File: src/rtl/midi_message_sender.sv
// MIDI OUT transmitter: accepts one channel-voice message per valid/ready
// handshake, optionally elides a repeated status byte (running status) and
// shifts the resulting 1-3 byte sequence out as 8N1 UART frames on MIDI_TX.
module midi_message_sender #(
   parameter int unsigned CLK_FREQ_HZ    = 25000000,
   parameter int unsigned BAUD           = 31250,
   parameter int unsigned RUNNING_STATUS = 1
) (
   input  logic       clk,
   input  logic       rst_n,
   input  logic       msg_valid,
   output logic       msg_ready,
   input  logic [3:0] msg_status,
   input  logic [3:0] msg_channel,
   input  logic [6:0] msg_data0,
   input  logic [6:0] msg_data1,
   output logic       MIDI_TX,
   output logic       msg_done,
   output logic       msg_error
);

   localparam int unsigned BIT_TICKS = CLK_FREQ_HZ / BAUD;
   localparam int unsigned TickW     = (BIT_TICKS > 1) ? $clog2(BIT_TICKS) : 1;
   localparam logic [TickW-1:0] TickMax = TickW'(BIT_TICKS - 1);

   typedef enum logic [1:0] {
      StIdle,
      StStart,
      StData,
      StStop
   } state_e;

   // Control and datapath state
   state_e           state_q, state_d;
   logic [TickW-1:0] tick_q, tick_d;
   logic [2:0]       bit_q, bit_d;
   logic [1:0]       byte_idx_q, byte_idx_d;
   logic [1:0]       last_idx_q, last_idx_d;
   logic [2:0][7:0]  frame_q, frame_d;
   logic [7:0]       last_status_q, last_status_d;

   // Registered outputs
   logic tx_q, tx_d;
   logic ready_q, ready_d;
   logic done_q, done_d;
   logic error_q, error_d;

   // Decoded conditions
   logic       tick_end;
   logic       last_stop_end;
   logic       can_accept;
   logic       accept;
   logic       msg_supported;
   logic       msg_two_data;
   logic       skip_status;
   logic [7:0] status_byte;
   logic [7:0] data0_byte;
   logic [7:0] data1_byte;

   assign tick_end      = (tick_q == TickMax);
   assign last_stop_end = (state_q == StStop) && tick_end && (byte_idx_q == last_idx_q);
   // The edge that completes the final stop bit also serves as an acceptance
   // edge, so a waiting message starts with no idle gap on the line.
   assign can_accept    = (state_q == StIdle) || last_stop_end;
   assign accept        = msg_valid && can_accept;
   assign msg_supported = msg_status[3] && (msg_status != 4'hF);
   assign msg_two_data  = (msg_status != 4'hC) && (msg_status != 4'hD);
   assign status_byte   = {msg_status, msg_channel};
   assign data0_byte    = {1'b0, msg_data0};
   assign data1_byte    = {1'b0, msg_data1};
   // last_status_q resets to 0x00, which never matches a real status byte
   assign skip_status   = (RUNNING_STATUS != 0) && (status_byte == last_status_q);

   // State register: control, counters, captured frame bytes and last status
   always_ff @(posedge clk or negedge rst_n) begin
      if (!rst_n) begin
         state_q       <= StIdle;
         tick_q        <= '0;
         bit_q         <= '0;
         byte_idx_q    <= '0;
         last_idx_q    <= '0;
         frame_q       <= '0;
         last_status_q <= 8'h00;
      end else begin
         state_q       <= state_d;
         tick_q        <= tick_d;
         bit_q         <= bit_d;
         byte_idx_q    <= byte_idx_d;
         last_idx_q    <= last_idx_d;
         frame_q       <= frame_d;
         last_status_q <= last_status_d;
      end
   end

   // Next-state logic: bit timing, frame sequencing and message capture
   always_comb begin
      state_d       = state_q;
      tick_d        = tick_q;
      bit_d         = bit_q;
      byte_idx_d    = byte_idx_q;
      last_idx_d    = last_idx_q;
      frame_d       = frame_q;
      last_status_d = last_status_q;

      unique case (state_q)
         StIdle: begin
            tick_d = '0;
         end
         StStart: begin
            if (tick_end) begin
               tick_d  = '0;
               bit_d   = 3'd0;
               state_d = StData;
            end else begin
               tick_d = tick_q + TickW'(1);
            end
         end
         StData: begin
            if (tick_end) begin
               tick_d = '0;
               if (bit_q == 3'd7) begin
                  state_d = StStop;
               end else begin
                  bit_d = bit_q + 3'd1;
               end
            end else begin
               tick_d = tick_q + TickW'(1);
            end
         end
         StStop: begin
            if (tick_end) begin
               tick_d = '0;
               if (byte_idx_q == last_idx_q) begin
                  state_d = StIdle;
               end else begin
                  byte_idx_d = byte_idx_q + 2'd1;
                  state_d    = StStart;
               end
            end else begin
               tick_d = tick_q + TickW'(1);
            end
         end
      endcase

      // Unsupported messages are consumed without touching any state
      if (accept && msg_supported) begin
         state_d    = StStart;
         tick_d     = '0;
         bit_d      = 3'd0;
         byte_idx_d = 2'd0;
         if (skip_status) begin
            frame_d[0] = data0_byte;
            frame_d[1] = data1_byte;
            frame_d[2] = 8'h00;
            last_idx_d = msg_two_data ? 2'd1 : 2'd0;
         end else begin
            frame_d[0]    = status_byte;
            frame_d[1]    = data0_byte;
            frame_d[2]    = data1_byte;
            last_idx_d    = msg_two_data ? 2'd2 : 2'd1;
            last_status_d = status_byte;
         end
      end
   end

   // Output logic: outputs are precomputed from the next state and registered
   always_comb begin
      tx_d = 1'b1;
      unique case (state_d)
         StIdle:  tx_d = 1'b1;
         StStart: tx_d = 1'b0;
         StData:  tx_d = frame_d[byte_idx_d][bit_d];
         StStop:  tx_d = 1'b1;
      endcase
      ready_d = (state_d == StIdle);
      done_d  = last_stop_end;
      error_d = accept && !msg_supported;
   end

   // Output registers
   always_ff @(posedge clk or negedge rst_n) begin
      if (!rst_n) begin
         tx_q    <= 1'b1;
         ready_q <= 1'b1;
         done_q  <= 1'b0;
         error_q <= 1'b0;
      end else begin
         tx_q    <= tx_d;
         ready_q <= ready_d;
         done_q  <= done_d;
         error_q <= error_d;
      end
   end

   assign MIDI_TX   = tx_q;
   assign msg_ready = ready_q;
   assign msg_done  = done_q;
   assign msg_error = error_q;

endmodule

File: config.mk
export PLATFORM = sky130hd
export DESIGN_NAME = midi_message_sender
export DESIGN_NICKNAME = d
export VERILOG_FILES = /design/src/rtl/midi_message_sender.sv
export SDC_FILE = /design/constraint.sdc
export NUM_CORES = 1
export LEC_CHECK = 0
export ABC_AREA = 1
export CAP_MARGIN = 40
export CORE_MARGIN = 10
export CORE_UTILIZATION = 52
export CTS_CLUSTER_SIZE = 12
export DETAILED_ROUTE_END_ITERATION = 7
export PLACE_DENSITY = 0.8
export SYNTH_ARGS = -nofsm -noshare
export SYNTH_HDL_FRONTEND = slang
export SYNTH_SLANG_ARGS = --single-unit
File: constraint.sdc
create_clock -name clk -period 1.9 [get_ports clk]
set_input_delay 0.285 -clock clk [delete_from_list [all_inputs] [get_ports clk]]
set_output_delay 0.285 -clock clk [all_outputs]
set_load 0.01 [all_outputs]
==> reports/results.tsv <==
stage	metric	value	unit
global_route	use_met2	0.320	
placement	gp_congestion	0.945	
floorplanning	top_level_ports	29	
floorplanning	num_rows	29	
clock_tree	clock_latency	310	ps
worst_setup_path	crit_path_end_kind	register	
logic_synthesis	synth_top_area_cell	dfrtp_1	
worst_setup_path	path_delay_family	simple AND/OR/NAND/NOR gates	
worst_setup_path	rrSetupSlack	-450	ps
placement	placed_area	4290	µm²
sta	worst-slew-pin-transition	545	ps
outcome	violations	setup timing	
power	power.density_cell_area	1090	nW/µm²
sta	period_minus_slack	2350	ps
clock_tree	clock_sinks	55	
global_route	overflow	0	
finish	diodes	0	
global_route	use_met1	0.198	
placement	io_buffers	28	
drt	firstDrtPassIters	5	
worst_setup_path	max_stage_delay	410	ps
sta	fin_skew	7.71	ps
clock_tree	root_buffer	clkbuf_8	
worst_setup_path	start_kind	register	
worst_setup_path	timing.rr.start	tick_q[0]$_DFF_PN0_	
min_path	hold_class	in -> async	
drt	routed_via_density	5.18	
logic_synthesis	ys_warn_count	0	
logic_synthesis	ys_types	36	
global_route	grt_pass1_vias	3450	
sta	setup_violations	20	
global_route	grt_busiest_layer	met2	
drt	drt_iter0_drc	145	
logic_synthesis	synth_area_per_cell	7.09	µm²
power	p_leak	0.00271	µW
placement	dp_cells	643	
clock_tree	cts.reportedPaths.clkPinSlew	100	ps
logic_synthesis	synth_area	3310	µm²
finish	drive_above_1_share	0.307	
drt	vias	3490	
logic_synthesis	synthArstFlopShare	1.00	
logic_synthesis	synthTopCellsByCount	nand2_1 (183), inv_1 (66), dfrtp_1 (53), nand3_1 (37), nor2_1 (34)	
drt	wl	9850	µm
sta	grt_setup_unrepaired	yes	
power	ir_drop	0.876	mV
worst_setup_path	worstRegToRegCells	17	
global_route	grtUsageMet3	0.0398	
clock_tree	htree_num_levels	2	
sta	clock.fmax	0.425	GHz
sta	setup_slack	-451	ps
drt	ant_nets	0	
logic_synthesis	ys_seq_area_frac	0.417	
logic_synthesis	synth_top_flop_cell	dfrtp_1	
finish	final_nets	632	
floorplanning	die_w	99.8	µm
logic_synthesis	synth_edf_count	0	
drt	wire_per_inst	14.6	µm
global_route	grt.total_usage	0.181	
sta	relSlewSlack	0.636	
worst_setup_path	crit_fanout	13	
worst_setup_path	crit_buf_inv	2	
logic_synthesis	syn_nets	503	
finish	fill_cells	449	
sta	drv_slew	0	
global_route	grt_max_degree	36	
worst_setup_path	critPathRequiredTime	2140	ps
logic_synthesis	synth_area_leaders	dfrtp_1 (40%), nand2_1 (21%), inv_1 (7.5%)	
logic_synthesis	ys_seq_elements	55	
placement	hpwl	6570	µm
worst_setup_path	worst_path_most_repeated_cell	nand2_1	
logic_synthesis	synth_cells	467	
worst_setup_path	crit_chain	ha_4, nand2_4, nor2_4, nand2_4, o21bai_4, nand3_4, buf_12, buf_16, nand2_1, nand3_1, nand2_1, nand2_1, nand2_1, nand2_1, nand3_2, nand3_2, a21oi_2	
job	drv_cap	0	
logic_synthesis	synth_top_cell_area_share	0.401	
outcome	outcome	complete, but fails checks	
worst_setup_path	worstReg2RegEnd	MIDI_TX$_DFF_PN1_	
drt	remaining_drc_errors	0	
global_route	grt_pass1_wl	15100	µm
finish	area_growth_syn_to_layout	46.8	%
logic_synthesis	yosysMostFrequentCell	nand2_1	
floorplanning	die_y	99.8	µm
finish	fin_area	4860	µm²
floorplanning	fp.coreArea	6280	µm²
global_route	antenna_found_initial	0	
sta	finalHoldViolCount	0	
worst_setup_path	slowest_stage	dfrtp_1	
worst_setup_path	worstSetupPathType	reg -> reg	
clock_tree	cts_buffer_depth	2	
clock_tree	cts_buffers	5	
worst_setup_path	crit_arrival	2600	ps
finish	final_cells	674	
floorplanning	die-area	9960	µm²
clock_tree	tritoncts	done	
sta	period_share	1.24	
floorplanning	initial_utilization	0.527	
[sequential cells by signal (all words and copies together), names as in the netlist]
signal,flops
MIDI_TX,1
bit_q,3
byte_idx_q,2
frame_q,24
last_idx_q,2
last_status_q,8
msg_done,1
msg_error,1
msg_ready,1
state_q,2
tick_q,10
[layout by cell type (no fill, tap or decap), types with 2 or more instances in the layout]
| cell | netlist | layout |
|---|---|---|
| nand2_1 | 183 | 155 |
| buf_4 | 1 | 83 |
| inv_1 | 66 | 60 |
| dfrtp_1 | 53 | 53 |
| nand3_1 | 37 | 34 |
| nor2_1 | 34 | 27 |
| clkdlybuf4s50_1 | 0 | 27 |
| nand2_2 | 2 | 24 |
| o21ai_0 | 18 | 15 |
| buf_6 | 2 | 11 |
| ha_1 | 11 | 10 |
| inv_2 | 6 | 9 |
| nor2_2 | 2 | 7 |
| nand2_4 | 1 | 7 |
| xnor2_1 | 7 | 7 |
| clkbuf_8 | 0 | 6 |
| buf_12 | 0 | 6 |
| nand3_2 | 3 | 5 |
| nor2_4 | 2 | 4 |
| inv_4 | 0 | 4 |
| nand4_1 | 4 | 4 |
| xor2_1 | 4 | 4 |
| or2_2 | 3 | 3 |
| o21ai_1 | 0 | 3 |
| dfstp_2 | 2 | 2 |
| a211oi_2 | 0 | 2 |
| nand3b_1 | 2 | 2 |
| o211ai_1 | 2 | 2 |
| and2_1 | 2 | 2 |
[area by class of cell]
type / count / area (µm²) / area share
multi-input cells: 328 / 1760 / 0.363
flip-flops and latches: 55 / 1380 / 0.284
repair buffers: 131 / 1200 / 0.248
inverters: 74 / 290 / 0.0597
well taps: 77 / 96.3 / 0.0198
clock buffers: 6 / 82.6 / 0.0170
clock inverters: 2 / 35.0 / 0.00721
repair inverters: 1 / 6.26 / 0.00129
[layer usage]
layer / up-vias / routed length (µm) / part of all wire
met4: 0 / 451 / 0.046
li1: 1686 / - / -
met3: 37 / 496 / 0.050
met2: 119 / 5070 / 0.51
met1: 1648 / 3830 / 0.39
met5: - / 0 / 0
[kinds of logic after synthesis]
logic type,Yosys count,synth area share
fa+ha+maj,11,0.0416
simple gates,276,0.353
buf+inv,84,0.102
flops,55,0.417
compound gates,30,0.0575
xor+xnor,11,0.0291
[repair_timing]
item / in CTS / in global routing
buffers inserted: 2 / 18
hold endpoints to repair: 20 / 0
endpoints found under the setup margin: 17 / 41
pin swaps: 1 / 25
gates cloned: 1 / 2
hold buffers: 1 / 0
gates resized for setup: 10 / 67
[per-stage QoR]
step	setup TNS (ps)	power [µW]	hold slack, ps	utilization	setup slack, ps
after floorplan	-131	3010	-10.6	-	-131
after global placement	-5990	3870	283	0.684	-476
after detailed placement	-7600	3950	297	0.684	-518
after CTS	-699	4890	476	0.718	-382
after global routing	-4500	5680	501	0.774	-627
final	-2490	5300	471	0.774	-451
[report_power, final]
part | switching [µW] | leakage [µW] | total (µW) | internal [µW]
clock network | 392 | 0.0000612 | 820 | 427
registers | 224 | 0.000697 | 1810 | 1590
logic | 1370 | 0.00195 | 2670 | 1300
total | 1990 | 0.00271 | 5300 | 3310
[worst max-delay path by stage]
stage	from	end	slack, ps	cells after the start
2_1_floorplan	tick_q[0]$_DFF_PN0_	MIDI_TX$_DFF_PN1_	-130	16
4_1_cts	tick_q[0]$_DFF_PN0_	MIDI_TX$_DFF_PN1_	-380	16
5_1_grt	tick_q[0]$_DFF_PN0_	MIDI_TX$_DFF_PN1_	-630	17
3_3_place_gp	msg_status[2]	MIDI_TX$_DFF_PN1_	-480	16
6_report	tick_q[0]$_DFF_PN0_	MIDI_TX$_DFF_PN1_	-450	17
3_5_place_dp	msg_status[2]	MIDI_TX$_DFF_PN1_	-520	16
(Power assumes the default switching activity.)
